==> config.mk <==
export PLATFORM = sky130hd
export DESIGN_NAME = ball_link_tx_scheduler
export DESIGN_NICKNAME = d
export VERILOG_FILES = /design/src/rtl/game_link_pkg.sv /design/src/rtl/link_ack_timer.sv /design/src/rtl/ball_link_tx_scheduler.sv
export SDC_FILE = /design/constraint.sdc
export NUM_CORES = 1
export LEC_CHECK = 0
export CORE_MARGIN = 2
export CORE_UTILIZATION = 35
export CTS_BUF_LIST = sky130_fd_sc_hd__clkbuf_4
export CTS_CLUSTER_DIAMETER = 50
export CTS_CLUSTER_SIZE = 12
export DETAILED_ROUTE_END_ITERATION = 7
export DONT_BUFFER_PORTS = 1
export SYNTH_ARGS = -nofsm -noshare
export SYNTH_HDL_FRONTEND = slang
export SYNTH_SLANG_ARGS = --single-unit
export TNS_END_PERCENT = 50
==> constraint.sdc <==
create_clock -name clk_25MHZ -period 3.7 [get_ports clk_25MHZ]
set_clock_uncertainty 0.15 [all_clocks]
set_input_delay 0.37 -clock clk_25MHZ [delete_from_list [all_inputs] [get_ports clk_25MHZ]]
set_output_delay 0.37 -clock clk_25MHZ [all_outputs]
set_load 0.1 [all_outputs]
==> src/rtl/game_link_pkg.sv <==
// Shared ball-link definitions: state encoding, framing constants and the frame byte mux.
// Used by the TX scheduler now and by the RX decoder later.
package game_link_pkg;

  typedef enum logic [1:0] {
    IDLE,
    SEND,
    WAIT_ACK,
    DONE
  } link_tx_state_e;

  localparam logic [7:0] LINK_SOF       = 8'hA5;
  localparam int         LINK_FRAME_LEN = 6;

  typedef logic [2:0] frame_idx_t;

  localparam frame_idx_t LINK_LAST_IDX = 3'(LINK_FRAME_LEN - 1);

  typedef struct packed {
    logic [7:0] vy;
    logic [7:0] speed0;
    logic [7:0] speed1;
    logic [3:0] speed2;
    logic [1:0] grav;
  } ball_snap_t;

  // B5 is the XOR of B1..B4 so the receiver can reject a corrupted frame.
  function automatic logic [7:0] frame_byte(input ball_snap_t s, input frame_idx_t idx);
    logic [7:0] b4;
    logic [7:0] res;
    b4 = {s.speed2, 2'b00, s.grav};
    case (idx)
      3'd0:    res = LINK_SOF;
      3'd1:    res = s.vy;
      3'd2:    res = s.speed0;
      3'd3:    res = s.speed1;
      3'd4:    res = b4;
      3'd5:    res = s.vy ^ s.speed0 ^ s.speed1 ^ b4;
      default: res = 8'h00;
    endcase
    return res;
  endfunction

endpackage

==> src/rtl/link_ack_timer.sv <==
// ACK wait timer: reloads while clear is high, counts down while enabled,
// and flags expire on the ACK_TIMEOUT-th enabled cycle.
module link_ack_timer #(
  parameter int ACK_TIMEOUT = 250_000
) (
  input  logic clk_25MHZ,
  input  logic reset,
  input  logic clear,
  input  logic enable,
  output logic expire
);

  localparam int TIMER_W = $clog2(ACK_TIMEOUT);
  localparam logic [TIMER_W-1:0] LOAD = TIMER_W'(ACK_TIMEOUT - 1);

  logic [TIMER_W-1:0] count;

  always_ff @(posedge clk_25MHZ or negedge reset) begin
    if (!reset) begin
      count <= LOAD;
    end else if (clear) begin
      count <= LOAD;
    end else if (enable && (count != '0)) begin
      count <= count - 1'b1;
    end
  end

  assign expire = enable && (count == '0);

endmodule

==> src/rtl/ball_link_tx_scheduler.sv <==
// Two-player ball hand-off: snapshots the ball on trigger, streams a 6-byte frame
// to the UART TX, waits for the peer ACK and retries on timeout.
//
//   state    | meaning
//   IDLE     | link quiet; waiting for a trigger or a pending frame
//   SEND     | presenting frame byte idx on the byte link
//   WAIT_ACK | whole frame sent; ACK timer running
//   DONE     | ACK seen; frame_sent pulses; pending frame launches from here
module ball_link_tx_scheduler
  import game_link_pkg::*;
#(
  parameter int ACK_TIMEOUT = 250_000,
  parameter int MAX_RETRY   = 3
) (
  input  logic       clk_25MHZ,
  input  logic       reset,
  input  logic       sw,
  input  logic       ball_send_trigger,
  input  logic [7:0] ball_vy,
  input  logic [1:0] gravity_counter,
  input  logic [7:0] ball_speed_reg0,
  input  logic [7:0] ball_speed_reg1,
  input  logic [3:0] ball_speed_reg2,
  input  logic       ack_received,
  output logic [7:0] tx_data,
  output logic       tx_valid,
  input  logic       tx_ready,
  output logic       busy,
  output logic       frame_sent,
  output logic       link_error
);

  localparam int RETRY_W = $clog2(MAX_RETRY + 1);

  link_tx_state_e     state;
  frame_idx_t         idx;
  ball_snap_t         snapshot;
  ball_snap_t         shadow;
  ball_snap_t         capture;
  logic               pending;
  logic [RETRY_W-1:0] retry_cnt;
  logic               ack_expire;
  logic               accepted;

  assign capture = '{vy: ball_vy, speed0: ball_speed_reg0, speed1: ball_speed_reg1,
                     speed2: ball_speed_reg2, grav: gravity_counter};
  assign accepted = tx_valid && tx_ready;

  link_ack_timer #(
    .ACK_TIMEOUT(ACK_TIMEOUT)
  ) u_ack_timer (
    .clk_25MHZ(clk_25MHZ),
    .reset    (reset),
    .clear    (state != WAIT_ACK),
    .enable   (state == WAIT_ACK),
    .expire   (ack_expire)
  );

  always_ff @(posedge clk_25MHZ or negedge reset) begin
    if (!reset) begin
      state      <= IDLE;
      idx        <= '0;
      snapshot   <= '0;
      shadow     <= '0;
      pending    <= 1'b0;
      retry_cnt  <= '0;
      tx_data    <= '0;
      tx_valid   <= 1'b0;
      busy       <= 1'b0;
      frame_sent <= 1'b0;
      link_error <= 1'b0;
    end else begin
      frame_sent <= 1'b0;
      unique case (state)
        IDLE: begin
          // A fresh trigger supersedes a pending frame left over from retry exhaustion.
          if (sw && (ball_send_trigger || pending)) begin
            snapshot   <= ball_send_trigger ? capture : shadow;
            pending    <= 1'b0;
            retry_cnt  <= '0;
            link_error <= 1'b0;
            state      <= SEND;
            idx        <= '0;
            tx_valid   <= 1'b1;
            tx_data    <= LINK_SOF;
            busy       <= 1'b1;
          end
        end
        SEND: begin
          if (accepted) begin
            if (!sw || (idx == LINK_LAST_IDX)) begin
              state    <= sw ? WAIT_ACK : IDLE;
              busy     <= sw;
              tx_valid <= 1'b0;
              tx_data  <= '0;
            end else begin
              idx     <= idx + 1'b1;
              tx_data <= frame_byte(snapshot, idx + 1'b1);
            end
          end
        end
        WAIT_ACK: begin
          if (!sw) begin
            state <= IDLE;
            busy  <= 1'b0;
          end else if (ack_received) begin
            state      <= DONE;
            frame_sent <= 1'b1;
          end else if (ack_expire) begin
            if (retry_cnt < RETRY_W'(MAX_RETRY)) begin
              retry_cnt <= retry_cnt + 1'b1;
              state     <= SEND;
              idx       <= '0;
              tx_valid  <= 1'b1;
              tx_data   <= LINK_SOF;
            end else begin
              link_error <= 1'b1;
              state      <= IDLE;
              busy       <= 1'b0;
            end
          end
        end
        DONE: begin
          if (sw && pending) begin
            snapshot   <= shadow;
            pending    <= 1'b0;
            retry_cnt  <= '0;
            link_error <= 1'b0;
            state      <= SEND;
            idx        <= '0;
            tx_valid   <= 1'b1;
            tx_data    <= LINK_SOF;
          end else begin
            state <= IDLE;
            busy  <= 1'b0;
          end
        end
        default: begin
          state <= IDLE;
          busy  <= 1'b0;
        end
      endcase

      // Placed after the case so a busy-time trigger overrides the pending clear in DONE.
      if (!sw) begin
        pending <= 1'b0;
      end else if (ball_send_trigger && (state != IDLE)) begin
        pending <= 1'b1;
        shadow  <= capture;
      end
    end
  end

endmodule

* Word level (Yosys, flattened, before mapping)
Cells that the tools add are included.
** Cells by class
- $add $sub $neg :: 3
- $mul :: 0
- Divide/modulo/power cells :: 0
- Magnitude comparators :: 1
- Eq/ne operators :: 28
- Shift operators :: 0
- Multiplexer cells :: 72
- Bitwise operators :: 3
- Reduce and logical (&&, ||, !) cells :: 27
** Operators by type and width (number)
- two-way mux 30 bit :: 3
- two-way mux 8 bit :: 8
- one-hot mux 30 bit (2 select lines) :: 1
- one-hot mux 8 bit (6 select lines) :: 1
- two-way mux 18 bit :: 2
- one-hot mux 8 bit (4 select lines) :: 1
- two-way mux 1 bit :: 28
- AND reduction 7 bit :: 4
- two-way mux 2 bit :: 13
- two-way mux 3 bit :: 8
- inequality test 2 bit, second input constant :: 12
- bitwise XOR 8 bit :: 3
- zero test 18 bit :: 1
- nonzero test 18 bit :: 1
- subtractor 18 x 1 -> 18 bit, second input constant :: 1
- AND reduction 8 bit :: 2
- inequality test 4 bit, second input constant :: 3
- one-hot mux 3 bit (4 select lines) :: 1
- == test 3 bit, second input constant :: 3
- inequality test 3 bit, second input constant :: 3
- one-hot mux 1 bit (4 select lines) :: 2
- one-hot mux 2 bit (4 select lines) :: 1
- == test 3 x 2 -> 1 bit, second input constant :: 2
- logical AND 1 bit :: 6
- other kinds (19) :: 24
** Storage, ports and cells
- Register bits :: 98
- Latch bits :: 0
- RAM bits :: 0
- ROM bits :: 0
- Bits of input ports :: 36
- Output and inout port bits :: 12
- Word-level logic and storage cells :: 154
- Memories kept :: 0

* Longest topological paths before layout
Gate-level depths: netlist of the first run.
- Depth in word-level cells :: 7
- Depth in mapped cells :: 9
- Mapped depth without buffers :: 7

* Modules after synthesis
A second synthesis of the first run with hierarchy kept.
** Second synthesis, totals
- Cell total of the unflattened synthesis :: 496
- Area, all modules :: 5221.3 sq um
** By module, submodules not included
- ball_link_tx_scheduler :: times used 1, cells an instance 379, area each 4131.5 sq um, seq. area each 2001.9 sq um
- link_ack_timer :: times used 1, cells an instance 117, area each 1089.8 sq um, seq. area each 462.9 sq um

* Worst setup path before layout of the first run
Ideal clock, no wire load.
- Path type :: register to register
- Start :: register state[0]
- End :: register tx_data[2]
- Setup time :: 126 ps
- Data arrival time :: 2123 ps
- Required time :: 3424 ps
- Path slack :: 1301 ps
- Cell stages (with the launch flop) :: 7
- Path buffers :: 1
- Clock period less this slack :: 2399 ps
- Cells stage by stage :: dfrtp_1 -> inv_1 -> ha_1 -> clkbuf_1 -> a222oi_1 -> and3_4 -> mux2_4
** Between the ends
- Word-level cells in the longest chain between the ends :: 4
- Elaborated cells between the ends (all ways) :: 14
- Classes of those cells :: eq/ne (10); mux (1); reduce/logical (3)
** RTL lines
- start, declared :: line ball_link_tx_scheduler.sv:35 : link_tx_state_e state;
- start signal, assigned :: line ball_link_tx_scheduler.sv:92 : state <= sw ? WAIT_ACK : IDLE;
- == test 2 bit * :: line ball_link_tx_scheduler.sv:55 : .enable (state == WAIT_ACK),
- named net u_ack_timer.enable :: line link_ack_timer.sv:9 : input logic enable,
- logical AND 1 bit :: line link_ack_timer.sv:28 : assign expire = enable && (count == '0);
- inequality test 2 bit (no line)
- AND reduction 7 bit (no line)
- end signal, assigned :: line ball_link_tx_scheduler.sv:98 : tx_data <= frame_byte(snapshot, idx + 1'b1);
- end, declared :: line ball_link_tx_scheduler.sv:25 : output logic [7:0] tx_data,
Mark *: on every way through the listed nets, which the timed path passes. The rest lies on a longest branch.
A chain may end at the register's enable or synchronous reset.

* Worst setup path in the final report of the first run
- Start :: register idx[1]
- End :: register busy
** Between the ends
- Word-level cells in the longest chain between the ends :: 4
** RTL lines
- start, declared :: line ball_link_tx_scheduler.sv:36 : frame_idx_t idx;
- start signal, assigned :: line ball_link_tx_scheduler.sv:97 : idx <= idx + 1'b1;
- == test 3 bit :: line ball_link_tx_scheduler.sv:91 : if (!sw || (idx == LINK_LAST_IDX)) begin
- logical OR 1 bit :: line ball_link_tx_scheduler.sv:91
- inequality test 2 bit (no line)
- AND reduction 7 bit (no line)
- end signal, assigned :: line ball_link_tx_scheduler.sv:93 : busy <= sw;
- end, declared :: line ball_link_tx_scheduler.sv:28 : output logic busy,
No other way between the ends.

==> impl_results.rst, run 1 <==
.. list-table::
   :header-rows: 1

   * - Metric
     - Value
   * - Result of the run
     - complete, no violations
   * - Part of the Yosys area used for sequential elements
     - 0.4672
   * - Internal Dissipation
     - about 2.3 mW
   * - Count of cell types in the netlist
     - 60
   * - Fraction of power consumed by the clock network
     - 0.127
   * - Routed wire length per instance
     - 15.70 um
   * - Yosys synthesis warning count
     - 0
   * - Max VDD drop
     - ~0.42 mV
   * - Cell Area, Placed
     - around 0.0054 mm^2
   * - Sw frac
     - 0.4350
   * - Crit Path Max Fanout
     - 12
   * - Slew at the pin with the worst max-slew slack
     - just over 1 ns
   * - Setup slack of the worst register-to-register path
     - 1.0 ns
   * - Endpoint of the worst register-to-register path
     - busy
   * - Required time of the critical path
     - slightly below 4 ns
   * - Number of nets in the layout
     - between 500 and 600
   * - Antenna violations before repair
     - 0
   * - Grt ovf
     - 0
   * - Layout cell share with drive strength beyond 1
     - 0.1489
   * - Capturing element type of the critical path
     - flop
   * - Number of maximum-capacitance constraint violations
     - 0
   * - Hold violation count in the final report
     - 0
   * - Kind of start point of the critical path
     - flop
   * - Fill cells
     - 1,426
   * - Mapped Nets
     - around 550
   * - Resized Gates After CTS
     - 0
   * - Core occupancy in the finished layout
     - 0.4038
   * - Height of the die
     - approximately 130 um
   * - Clock latency reported for the late side of the worst-skew pair
     - between 0.4 and 0.5 ns
   * - Leading post-synthesis cells by cell area
     - dfrtp_1 (42%), mux2i_1 (7.0%), mux2_2 (6.6%)
   * - Final routed wirelength across all metal layers
     - roughly 11,000 um
   * - Final GP Congestion
     - between 0.7 and 0.8
   * - Leading cell type by number of instances after synthesis
     - dfrtp_1
   * - Power per standard cell area
     - just under 700 mW/mm^2
   * - Die Area
     - ~0.016 mm^2
   * - Number of buffers inserted during clock tree synthesis
     - 9
   * - Leading area contributor after synthesis
     - dfrtp_1
   * - Mapped Cells
     - 500
   * - Setup TNS
     - 0 ns
   * - Maximum achievable frequency
     - 370.2 MHz
   * - Maximum clock path buffer count
     - 2
   * - TritonCTS clock tree
     - built
   * - Net switching component of the power
     - 1.769 mW
   * - Post-CTS Setup Repair Bufs
     - 0
   * - Number of flops mapped to enable cells by yosys
     - 0
   * - Fin area
     - approximately 0.0059 mm^2
   * - Num Clock Sinks
     - 98
   * - Routed via count
     - ~3,800
   * - Combinational fraction of design power
     - 0.366
   * - DRT iter0 DRCs
     - between 200 and 250
   * - Number of global-route vias before repair
     - between 3,000 and 4,000
   * - Proportion of synthesized flip-flops having asynchronous set or reset
     - 1.000
   * - Clock transition at the register clock pins on the worst setup and hold paths after CTS
     - 0.15 ns
   * - # DRC
     - 0
   * - Number of detailed-routing iterations run before antenna repair
     - 5
   * - Critical path data arrival time
     - 2.95 ns
   * - Top cells by instance count after synthesis
     - dfrtp_1 (88), nand2_1 (54), o21ai_0 (45)
   * - Worst min path class
     - input pin to flop
   * - DP Wirelength
     - 7752 um
   * - Final ANT Viol Nets
     - 0
   * - Final cycle utilization of the critical path
     - 0.7301
   * - Setup violators final
     - 0
   * - Number of cells on the worst reg-to-reg path
     - 7
   * - Number of port buffers
     - 0
   * - Reg-to-Reg Start
     - idx[1]
   * - Area grow syn2layout
     - 12.07%
   * - Clock root buffer master
     - clkbuf_4
   * - Wire length of the first global-routing pass
     - 18,800 um
   * - Core outline area
     - roughly 0.015 mm^2
   * - Sequential share of power
     - 0.507
   * - # rows
     - between 40 and 50
   * - Average cell area after synthesis
     - 10.55 um^2
   * - CP Class
     - flop to flop
   * - Fraction of post-synthesis cell area in the top cell type by area
     - 0.4174
   * - Number of levels in the clock H-tree
     - 3
   * - Crit path capture
     - busy
   * - Setup repair after global routing missed its margin
     - no
   * - Initial cell density of the core
     - 0.3603
   * - Count of boundary I/O pins
     - 48
   * - Syn Std Cell Area
     - around 0.0053 mm^2
   * - Pin count of the biggest net entering global routing
     - 99
   * - Die Wd
     - 126.8 um
   * - GRT Total Usage
     - 0.1473
   * - Final count of pins violating max slew
     - 0
   * - Routed via count divided by cell count
     - ~5.3
   * - First element of the critical path
     - idx[1]
   * - LEAKAGE
     - 2.442 nW
   * - Total inserted antenna cells
     - 0
   * - Min Clock Period, post-route
     - 2.701 ns
   * - Predominant post-synthesis flop cell
     - dfrtp_1
   * - Synthesized flop and latch total
     - around 100
   * - Slew margin rel.
     - 0.3091
## flip-flops by register name (all words and copies together) (netlist names)
| register | count |
|---|---|
| shadow | 30 |
| idx | 3 |
| busy | 1 |
| link_error | 1 |
| frame_sent | 1 |
| snapshot | 30 |
| state | 2 |
| u_ack_timer.count | 18 |
| tx_data | 8 |
| retry_cnt | 2 |
| pending | 1 |
| tx_valid | 1 |
## power groups by stage
stage	clock network [mW]	registers, mW	logic [mW]
after floorplan	0	2.01	1.17
after global placement	0	2.08	1.38
after detailed placement	0	2.10	1.43
after CTS	0.545	2.07	1.50
after global routing	0.597	2.12	1.68
final	0.517	2.06	1.49
## kinds of logic (layout without fill, tap and decap cells)
logic type / count (synthesis) / after routing / synth area share
adder cells (fa/ha/maj): 12 / 12 / 0.02846
flip-flops: 98 / 98 / 0.4672
multiplexers: 69 / 69 / 0.1392
AND/OR/NAND/NOR: 138 / 138 / 0.1466
AO/OA/AOI/OAI: 114 / 114 / 0.1447
XOR/XNOR: 25 / 25 / 0.04150
buffers and inverters: 44 / 68 / 0.03248
## critical path: stages (launching register included)
cell and delay [ns]:
dfrtp_1 0.44, inv_1 0.11, ha_1 0.44, a21boi_0 0.46, o21ai_0 0.38, nand2_1 0.15, a311oi_2 0.28, mux2i_1 0.21
## metal layers
| metal | track usage | routed length [um] | share of wire |
|---|---|---|---|
| met5 | 0 | 0 | 0 |
| met1 | 0.1802 | 5021 | 0.45 |
| met3 | 0.03838 | 426 | 0.038 |
| met2 | 0.2556 | 5505 | 0.50 |
| met4 | 0.04525 | 161 | 0.014 |
## worst min path at each step
stage / start / slack, ns / end / depth (start not counted)
after floorplan: reset / -0.08 / busy / 0
after global placement: reset / -0.07 / busy / 0
after detailed placement: reset / -0.07 / busy / 0
final: sw / 0.04 / link_error / 3
after global routing: sw / 0.03 / tx_data[2] / 3
after CTS: sw / 0.002 / link_error / 3
## layout make-up
class | count | area, um^2 | share of cell area
sequential | 98 | 2465 | 0.4168
multi-input combinational | 358 | 2650 | 0.4482
timing repair buffer | 40 | 405.4 | 0.06856
clock inverter | 7 | 50.05 | 0.008464
inverter | 12 | 45.04 | 0.007617
tap | 184 | 230.2 | 0.03893
clock buffer | 9 | 67.56 | 0.01143
## what timing repair did
| item | in CTS | in global routing |
|---|---|---|
| hold buffers | 35 | 0 |
| hold endpoints to repair | 164 | 0 |
| setup endpoints to repair | 0 | 0 |
## cell usage in the layout (no fill, tap or decap), types with 4 or more instances in the layout
master	synthesis	layout
nor2_1	14	14
inv_1	12	12
a31oi_1	6	6
mux2i_1	37	37
xor2_1	10	10
xnor2_1	15	15
nand2_1	54	54
dfstp_2	10	10
buf_4	1	5
nand3b_1	4	4
ha_1	12	12
a21oi_1	13	13
nand3_1	8	8
clkbuf_4	0	9
a222oi_1	7	7
a21boi_0	5	5
dfrtp_1	88	88
dlygate4sd3_1	0	34
mux2_2	31	31
nand4_1	9	9
nand2b_1	11	10
o211ai_1	7	7
o21ai_0	45	45
and2_1	7	7
## stage by stage
| step | cells | hold slack, ns | setup slack (ns) | power [mW] |
|---|---|---|---|---|
| 2_1_floorplan | 500 | -0.07559 | 1.301 | 3.178 |
| 3_3_place_gp | 657 | -0.06807 | 1.191 | 3.457 |
| 3_5_place_dp | 657 | -0.06773 | 1.098 | 3.530 |
| 4_1_cts | 708 | 0.002241 | 1.045 | 4.117 |
| 5_1_grt | 708 | 0.02535 | 0.6790 | 4.397 |
| 6_report | 708 | 0.04228 | 0.9986 | 4.067 |
Note: power is estimated with default switching activity, not from simulation.
==> run 2, diff against run 1 <==
==> constraint.sdc (replaced) <==
create_clock -name clk_25MHZ -period 2.43 [get_ports clk_25MHZ]
set_clock_uncertainty 0.15 [all_clocks]
set_input_delay 0.243 -clock clk_25MHZ [delete_from_list [all_inputs] [get_ports clk_25MHZ]]
set_output_delay 0.243 -clock clk_25MHZ [all_outputs]
set_load 0.1 [all_outputs]
==> run 2 against run 1 <==
The flow now finishes with violations (hold timing). Cell count is 3.1% higher. Register-to-register slack worse by 0.85 ns. Power is 62% higher. Utilization is 1.7 points higher. Wire length is 2.1% higher. Cell area is 4.2% higher. Combinational power is 89% higher. Largest cell class unchanged. Clock power is 97% higher. Largest power group is now combinational cells. Non-clock buffer count is 22 higher. Hold slack worse by 0.74 ns.
==> impl_results.rst, run 2 (synthesized netlist as in run 1, its figures left out) <==
.. list-table::
   :header-rows: 1

   * - Metric
     - Value
   * - Min Clock Period, post-route
     - 2.276 ns (-0.4250 ns)
   * - Area grow syn2layout
     - 16.79%
   * - Initial cell density of the core
     - 0.3603 (unchanged)
   * - Final count of pins violating max slew
     - 0 (unchanged)
   * - Clock transition at the register clock pins on the worst setup and hold paths after CTS
     - 0.16 ns (about the same)
   * - LEAKAGE
     - 2.579 nW (+5.6%)
   * - Slew margin rel.
     - 0.3661 (+0.05701)
   * - Number of global-route vias before repair
     - 3,923 (+3.6%)
   * - CP Class
     - flop to flop
   * - Number of detailed-routing iterations run before antenna repair
     - 4 (-1)
   * - Combinational fraction of design power
     - 0.428 (+0.062)
   * - Layout cell share with drive strength beyond 1
     - 0.1868 (+0.03796)
   * - Internal Dissipation
     - 3.879 mW (+69%)
   * - Total inserted antenna cells
     - 0 (unchanged)
   * - Endpoint of the worst register-to-register path
     - u_ack_timer.count[11]
   * - Number of levels in the clock H-tree
     - 3 (unchanged)
   * - Slew at the pin with the worst max-slew slack
     - 0.9508 ns (-0.07629 ns)
   * - Die Wd
     - 126.8 um (unchanged)
   * - Final GP Congestion
     - 0.7839 (+0.13%)
   * - Most common cell after layout, fill and taps aside
     - dfrtp_1
   * - Count of boundary I/O pins
     - 48 (unchanged)
   * - Post-CTS Setup Repair Bufs
     - 0 (unchanged)
   * - Kind of start point of the critical path
     - flop
   * - Most frequent cells in the layout
     - dfrtp_1 (88), nand2_1 (54), o21ai_0 (45)
   * - Fraction of power consumed by the clock network
     - 0.155 (+0.028)
   * - Wire length of the first global-routing pass
     - 19,470 um (+3.6%)
   * - Height of the die
     - 126.8 um (unchanged)
   * - Top layer in use
     - met4
   * - Result of the run
     - finished with violations
   * - Worst min path class
     - input pin to async pin
   * - Routed met2 length
     - 5610 um (+1.9%)
   * - Sw frac
     - 0.4118 (-0.02317)
   * - # DRC
     - 0 (unchanged)
   * - Antenna violations before repair
     - 0 (unchanged)
   * - Net switching component of the power
     - 2.716 mW (+54%)
   * - Hold-fix buffers at CTS
     - 35 (unchanged)
   * - Violated checks
     - hold timing
   * - Sequential share of power
     - 0.417 (-0.090)
   * - Pin count of the biggest net entering global routing
     - 99 (unchanged)
   * - Crit Path Max Fanout
     - 5 (-7)
   * - Critical path data arrival time
     - 2.45 ns (-0.50 ns)
   * - Number of nets in the layout
     - 589 (+3.9%)
   * - Max VDD drop
     - 0.5182 mV (+24%)
   * - GRT Total Usage
     - 0.1496 (+0.002334)
   * - Routed wire length per instance
     - 15.55 um (-0.97%)
   * - Grt ovf
     - 0 (unchanged)
   * - Setup slack at placement
     - 0.2344 ns (-0.8640 ns)
   * - Reg-to-Reg Start
     - u_ack_timer.count[5]
   * - Post-route worst setup slack
     - 0.1536 ns (-0.8450 ns)
   * - Number of buffers inserted during clock tree synthesis
     - 9 (unchanged)
   * - Hold violation count in the final report
     - 98 (+98)
   * - Maximum achievable frequency
     - 439.3 MHz (+19%)
   * - Clock root buffer master
     - clkbuf_4
   * - Hold_ws
     - -0.6975 ns (-0.7397 ns)
   * - Setup repair after global routing missed its margin
     - no
   * - Routed via count divided by cell count
     - 5.315 (about the same)
   * - # rows
     - 44 (unchanged)
   * - Setup TNS
     - 0 ns (unchanged)
   * - Number of cells on the worst reg-to-reg path
     - 5 (-2)
   * - Core outline area
     - 0.01464 mm^2 (unchanged)
   * - Final ANT Viol Nets
     - 0 (unchanged)
   * - Routed via count
     - 3,880 (+3.2%)
   * - Number of port buffers
     - 0 (unchanged)
   * - Maximum clock path buffer count
     - 2 (unchanged)
   * - Power per standard cell area
     - 1070 mW/mm^2 (+56%)
   * - TritonCTS clock tree
     - built
   * - Required time of the critical path
     - 2.60 ns (-1.35 ns)
   * - Num Clock Sinks
     - 98 (unchanged)
   * - DP Wirelength
     - 7957 um (+2.6%)
   * - Setup slack of the worst register-to-register path
     - 0.15 ns (-0.85 ns)
   * - Wire length on met1
     - 5110 um (+1.8%)
   * - Clock latency reported for the late side of the worst-skew pair
     - 0.46 ns (about the same)
   * - Final routed wirelength across all metal layers
     - 11,350 um (+2.1%)
   * - Final cycle utilization of the critical path
     - 0.9368 (+0.2067)
   * - Met3 Wirelength
     - 406 um (-4.7%)
   * - Leading registers by flop count
     - shadow (30), snapshot (30), u_ack_timer.count (18)
   * - DRT iter0 DRCs
     - 218 (-4.8%)
   * - Die Area
     - 0.01607 mm^2 (unchanged)
   * - Number of maximum-capacitance constraint violations
     - 0 (unchanged)
   * - Setup violators final
     - 0 (unchanged)
   * - Capturing element type of the critical path
     - flop
## run 2: cell types whose count changed in the layout (fill, tap and decap cells not counted), sizes merged
cell and change:
buf +21, clkinv -3, bufinv +2, clkbuf +1, dlygate4sd3 +1
## run 2: worst max path at each step
stage / from / endpoint / cells after the start
2_1_floorplan: state[0] / tx_data[2] / 6
5_1_grt: u_ack_timer.count[5] / u_ack_timer.count[8] / 6
6_report: u_ack_timer.count[5] / u_ack_timer.count[11] / 5
3_3_place_gp: idx[0] / tx_data[3] / 7
3_5_place_dp: idx[0] / tx_data[0] / 7
4_1_cts: u_ack_timer.count[0] / u_ack_timer.count[5] / 8
## run 2: routing by layer
layer,vias to the layer above,global-route usage
met3,14,0.03922
met1,1899,0.1879
met2,73,0.2502
li1,1894,-
met4,0,0.05301
met5,-,0
## run 2: layout make-up
class | instances | area, um^2
clock buffers | 10 | 75.07
fillers | 1437 | 8482
flip-flops and latches | 98 | 2465
multi-input cells | 358 | 2660
well taps | 184 | 230.2
repair buffers | 62 | 590.6
clock inverters | 6 | 96.34
inverters | 12 | 45.04
## run 2: power by group through the flow
stage | sequential (mW) | combinational (mW) | clock [mW]
4_1_cts | 2.75 | 2.85 | 1.07
2_1_floorplan | 3.06 | 1.77 | 0
5_1_grt | 2.82 | 3.13 | 1.13
3_3_place_gp | 2.76 | 2.70 | 0
6_report | 2.75 | 2.82 | 1.02
3_5_place_dp | 2.79 | 2.78 | 0
## run 2: repair_timing
| action | in CTS | in global routing |
|---|---|---|
| gates resized for setup | 0 | 3 |
| endpoints found under the setup margin | 0 | 2 |
| endpoints found under the hold margin | 173 | 98 |
## run 2: worst max-delay path, stage by stage (launching register included)
cell,delay (ns)
dfrtp_1,0.47
nor4_4,0.41
and2_1,0.23
o211ai_1,0.18
o311ai_0,0.51
o41ai_1,0.18
## run 2: through the flow
| step | std cells | util | hold WS (ns) | area, um^2 | total power, mW |
|---|---|---|---|---|---|
| 2_1_floorplan | 500 | - | -0.2026 | 5276 | 4.839 |
| 3_3_place_gp | 679 | 0.3845 | -0.1961 | 5630 | 5.454 |
| 3_5_place_dp | 679 | 0.3845 | -0.1952 | 5630 | 5.572 |
| 4_1_cts | 730 | 0.4201 | -0.7467 | 6152 | 6.671 |
| 5_1_grt | 730 | 0.4208 | -0.7618 | 6162 | 7.086 |
| 6_report | 730 | 0.4208 | -0.6975 | 6162 | 6.595 |
==> run 3, diff against run 2 <==
--- a/config.mk
+++ b/config.mk
@@ -12,6 +12,7 @@
 export CTS_CLUSTER_SIZE = 12
 export DETAILED_ROUTE_END_ITERATION = 7
 export DONT_BUFFER_PORTS = 1
+export HOLD_SLACK_MARGIN = 0.12
 export SYNTH_ARGS = -nofsm -noshare
 export SYNTH_HDL_FRONTEND = slang
 export SYNTH_SLANG_ARGS = --single-unit
==> run 3 against run 2 <==
The run still ends with hold timing left. Critical path type unchanged. First-iteration DRC count increased by 2.3%. Critical endpoint unchanged. Wire length increased by 0.17%. Critical path depth unchanged.
==> impl_results.rst, run 3 (synthesized netlist as in run 1, its figures left out) <==
.. list-table::
   :header-rows: 1

   * - Metric
     - Value
   * - Number of nets in the layout
     - 589 (unchanged)
   * - Pin count of the biggest net entering global routing
     - 99 (unchanged)
   * - Max VDD drop
     - 0.5167 mV (-0.29%)
   * - Number of levels in the clock H-tree
     - 3 (unchanged)
   * - Slew at the pin with the worst max-slew slack
     - 0.9503 ns (-0.0004990 ns)
   * - Number of standard cells in the final layout excluding fillers
     - 730 (unchanged)
   * - Critical path data arrival time
     - 2.46 ns (about the same)
   * - Total inserted antenna cells
     - 0 (unchanged)
   * - DP Wirelength
     - 7957 um (unchanged)
   * - Height of the die
     - 126.8 um (unchanged)
   * - Fill cells
     - 1,434 (-0.21%)
   * - Leading registers by flop count
     - shadow (30), snapshot (30), u_ack_timer.count (18)
   * - Required time of the critical path
     - 2.62 ns (+0.02 ns)
   * - Number of port buffers
     - 0 (unchanged)
   * - Setup repair after global routing missed its margin
     - no
   * - Worst path slowest cell
     - o311ai_0
   * - Slew margin rel.
     - 0.3665 (about the same)
   * - Core outline area
     - 0.01464 mm^2 (unchanged)
   * - Routed wire length per instance
     - 15.57 um (+0.17%)
   * - Crit Path Max Fanout
     - 5 (unchanged)
   * - Die Area
     - 0.01607 mm^2 (unchanged)
   * - Final cycle utilization of the critical path
     - 0.9341 (-0.002738)
   * - Hold violation count in the final report
     - 98 (unchanged)
   * - GRT Total Usage
     - 0.1491 (-0.0005392)
   * - Met2 track utilization from global routing
     - 0.2477 (-0.002544)
   * - Power per standard cell area
     - 1073 mW/mm^2 (+0.29%)
   * - Final routed wirelength across all metal layers
     - 11,370 um (+0.17%)
   * - Count of boundary I/O pins
     - 48 (unchanged)
   * - Number of detailed-routing iterations run before antenna repair
     - 5 (+1)
   * - Wire length of the first global-routing pass
     - 19,420 um (-0.25%)
   * - Final GP Congestion
     - 0.7839 (unchanged)
   * - Final count of pins violating max slew
     - 0 (unchanged)
   * - Maximum clock path buffer count
     - 2 (unchanged)
   * - Number of global-route vias before repair
     - 3,910 (-0.33%)
   * - Clock latency reported for the late side of the worst-skew pair
     - 0.47 ns (about the same)
   * - Antenna violations before repair
     - 0 (unchanged)
   * - Worst-path cell chain
     - nor4_4 -> and2_1 -> o211ai_1 -> o311ai_0 -> o41ai_1
   * - Routed via count
     - 3,883 (+0.077%)
   * - Most congested layer reported by global routing
     - met2
   * - Most common cell after layout, fill and taps aside
     - dfrtp_1
   * - Die Wd
     - 126.8 um (unchanged)
   * - Maximum achievable frequency
     - 440.6 MHz (+0.29%)
   * - Grt ovf
     - 0 (unchanged)
   * - Initial cell density of the core
     - 0.3603 (unchanged)
   * - Placed cell count
     - 679 (unchanged)
   * - Clock root buffer master
     - clkbuf_4
   * - Num Clock Sinks
     - 98 (unchanged)
   * - Met3 track utilization from global routing
     - 0.04007 (+0.0008435)
   * - Routed via count divided by cell count
     - 5.319 (about the same)
   * - Capturing element type of the critical path
     - flop
   * - Number of maximum-capacitance constraint violations
     - 0 (unchanged)
   * - CP max stage delay
     - 0.51 ns (about the same)
   * - Worst min path class
     - input pin to async pin
   * - Clock transition at the register clock pins on the worst setup and hold paths after CTS
     - 0.15 ns (about the same)
   * - # rows
     - 44 (unchanged)
   * - Kind of start point of the critical path
     - flop
   * - Area grow syn2layout
     - 16.69% (about the same)
   * - CP Class
     - flop to flop
   * - LEAKAGE
     - 2.579 nW (about the same)
   * - Most frequent cells in the layout
     - dfrtp_1 (88), nand2_1 (54), o21ai_0 (45)
   * - TritonCTS clock tree
     - built
   * - Min Clock Period, post-route
     - 2.270 ns (-0.006654 ns)
   * - Hold_ws
     - -0.7065 ns (-0.009004 ns)
   * - Setup violators final
     - 0 (unchanged)
   * - # DRC
     - 0 (unchanged)
   * - Global-route met1 utilization
     - 0.1879 (unchanged)
   * - Violated checks
     - hold timing
   * - DRT iter0 DRCs
     - 223 (+2.3%)
   * - Result of the run
     - finished with violations
   * - Number of buffers inserted during clock tree synthesis
     - 9 (unchanged)
   * - Core occupancy in the finished layout
     - 0.4205 (about the same)
   * - Total power
     - 6.609 mW (+0.21%)
   * - Hold-fix buffers at CTS
     - 35 (unchanged)
   * - Layout cell share with drive strength beyond 1
     - 0.1868 (unchanged)
   * - Setup TNS
     - 0 ns (unchanged)
   * - Final ANT Viol Nets
     - 0 (unchanged)
-- run 3: cell types whose count changed in the layout (fill, tap and decap cells not counted) --
cell      change
nor2b_2       +1
o311ai_2      -1
nor2b_1       -1
o311ai_1      +1
-- run 3: worst paths after layout --
kind | start | endpoint | cells after the start | slack (ns)
worst min-delay path | reset | state[1] | 0 | -0.71
min in group clk_25MHZ | sw | shadow[5] | 3 | 0.16
worst min register to register | shadow[12] | shadow[12] | 1 | 0.37
worst max register to register | u_ack_timer.count[5] | u_ack_timer.count[11] | 5 | 0.16
max in group asynchronous | reset | u_ack_timer.count[12] | 0 | 2.58
worst max-delay path | u_ack_timer.count[5] | u_ack_timer.count[11] | 5 | 0.16
-- run 3: area by class of cell --
class / count / area (um^2) / area share
clock buffer: 10 / 75.07 / 0.01219
tap: 184 / 230.2 / 0.03739
sequential: 98 / 2465 / 0.4003
timing repair buffer: 62 / 590.6 / 0.09592
inverter: 12 / 45.04 / 0.007316
multi-input combinational: 358 / 2655 / 0.4312
clock inverter: 6 / 96.34 / 0.01565
-- run 3: layer usage --
layer  vias up  part of all wire
li1       1889                 -
met1      1906              0.46
met2        69              0.49
met3        19             0.035
met4         0             0.023
met5         -                 0
-- run 3: critical path, delay by kind of cell (launching register included) --
family	cells	cell delay, ns
flip-flops	1	0.47
AND/OR/NAND/NOR	2	0.64
AO/OA/AOI/OAI	3	0.87
-- run 3: stage by stage --
stage	area (um^2)	setup WS (ns)
2_1_floorplan	5276	0.03092
3_3_place_gp	5630	0.3101
3_5_place_dp	5630	0.2344
4_1_cts	6152	0.1105
5_1_grt	6157	0.003289
6_report	6157	0.1602
-- run 3: what timing repair did --
action	CTS	global route
gates resized for setup	0	3
setup buffers	0	0
endpoints found under the setup margin	0	3
endpoints found under the hold margin	178	98
-- run 3: power by group --
part	switching (mW)	internal, mW
registers	0.529	2.22
clock network	0.585	0.443
logic	1.61	1.22
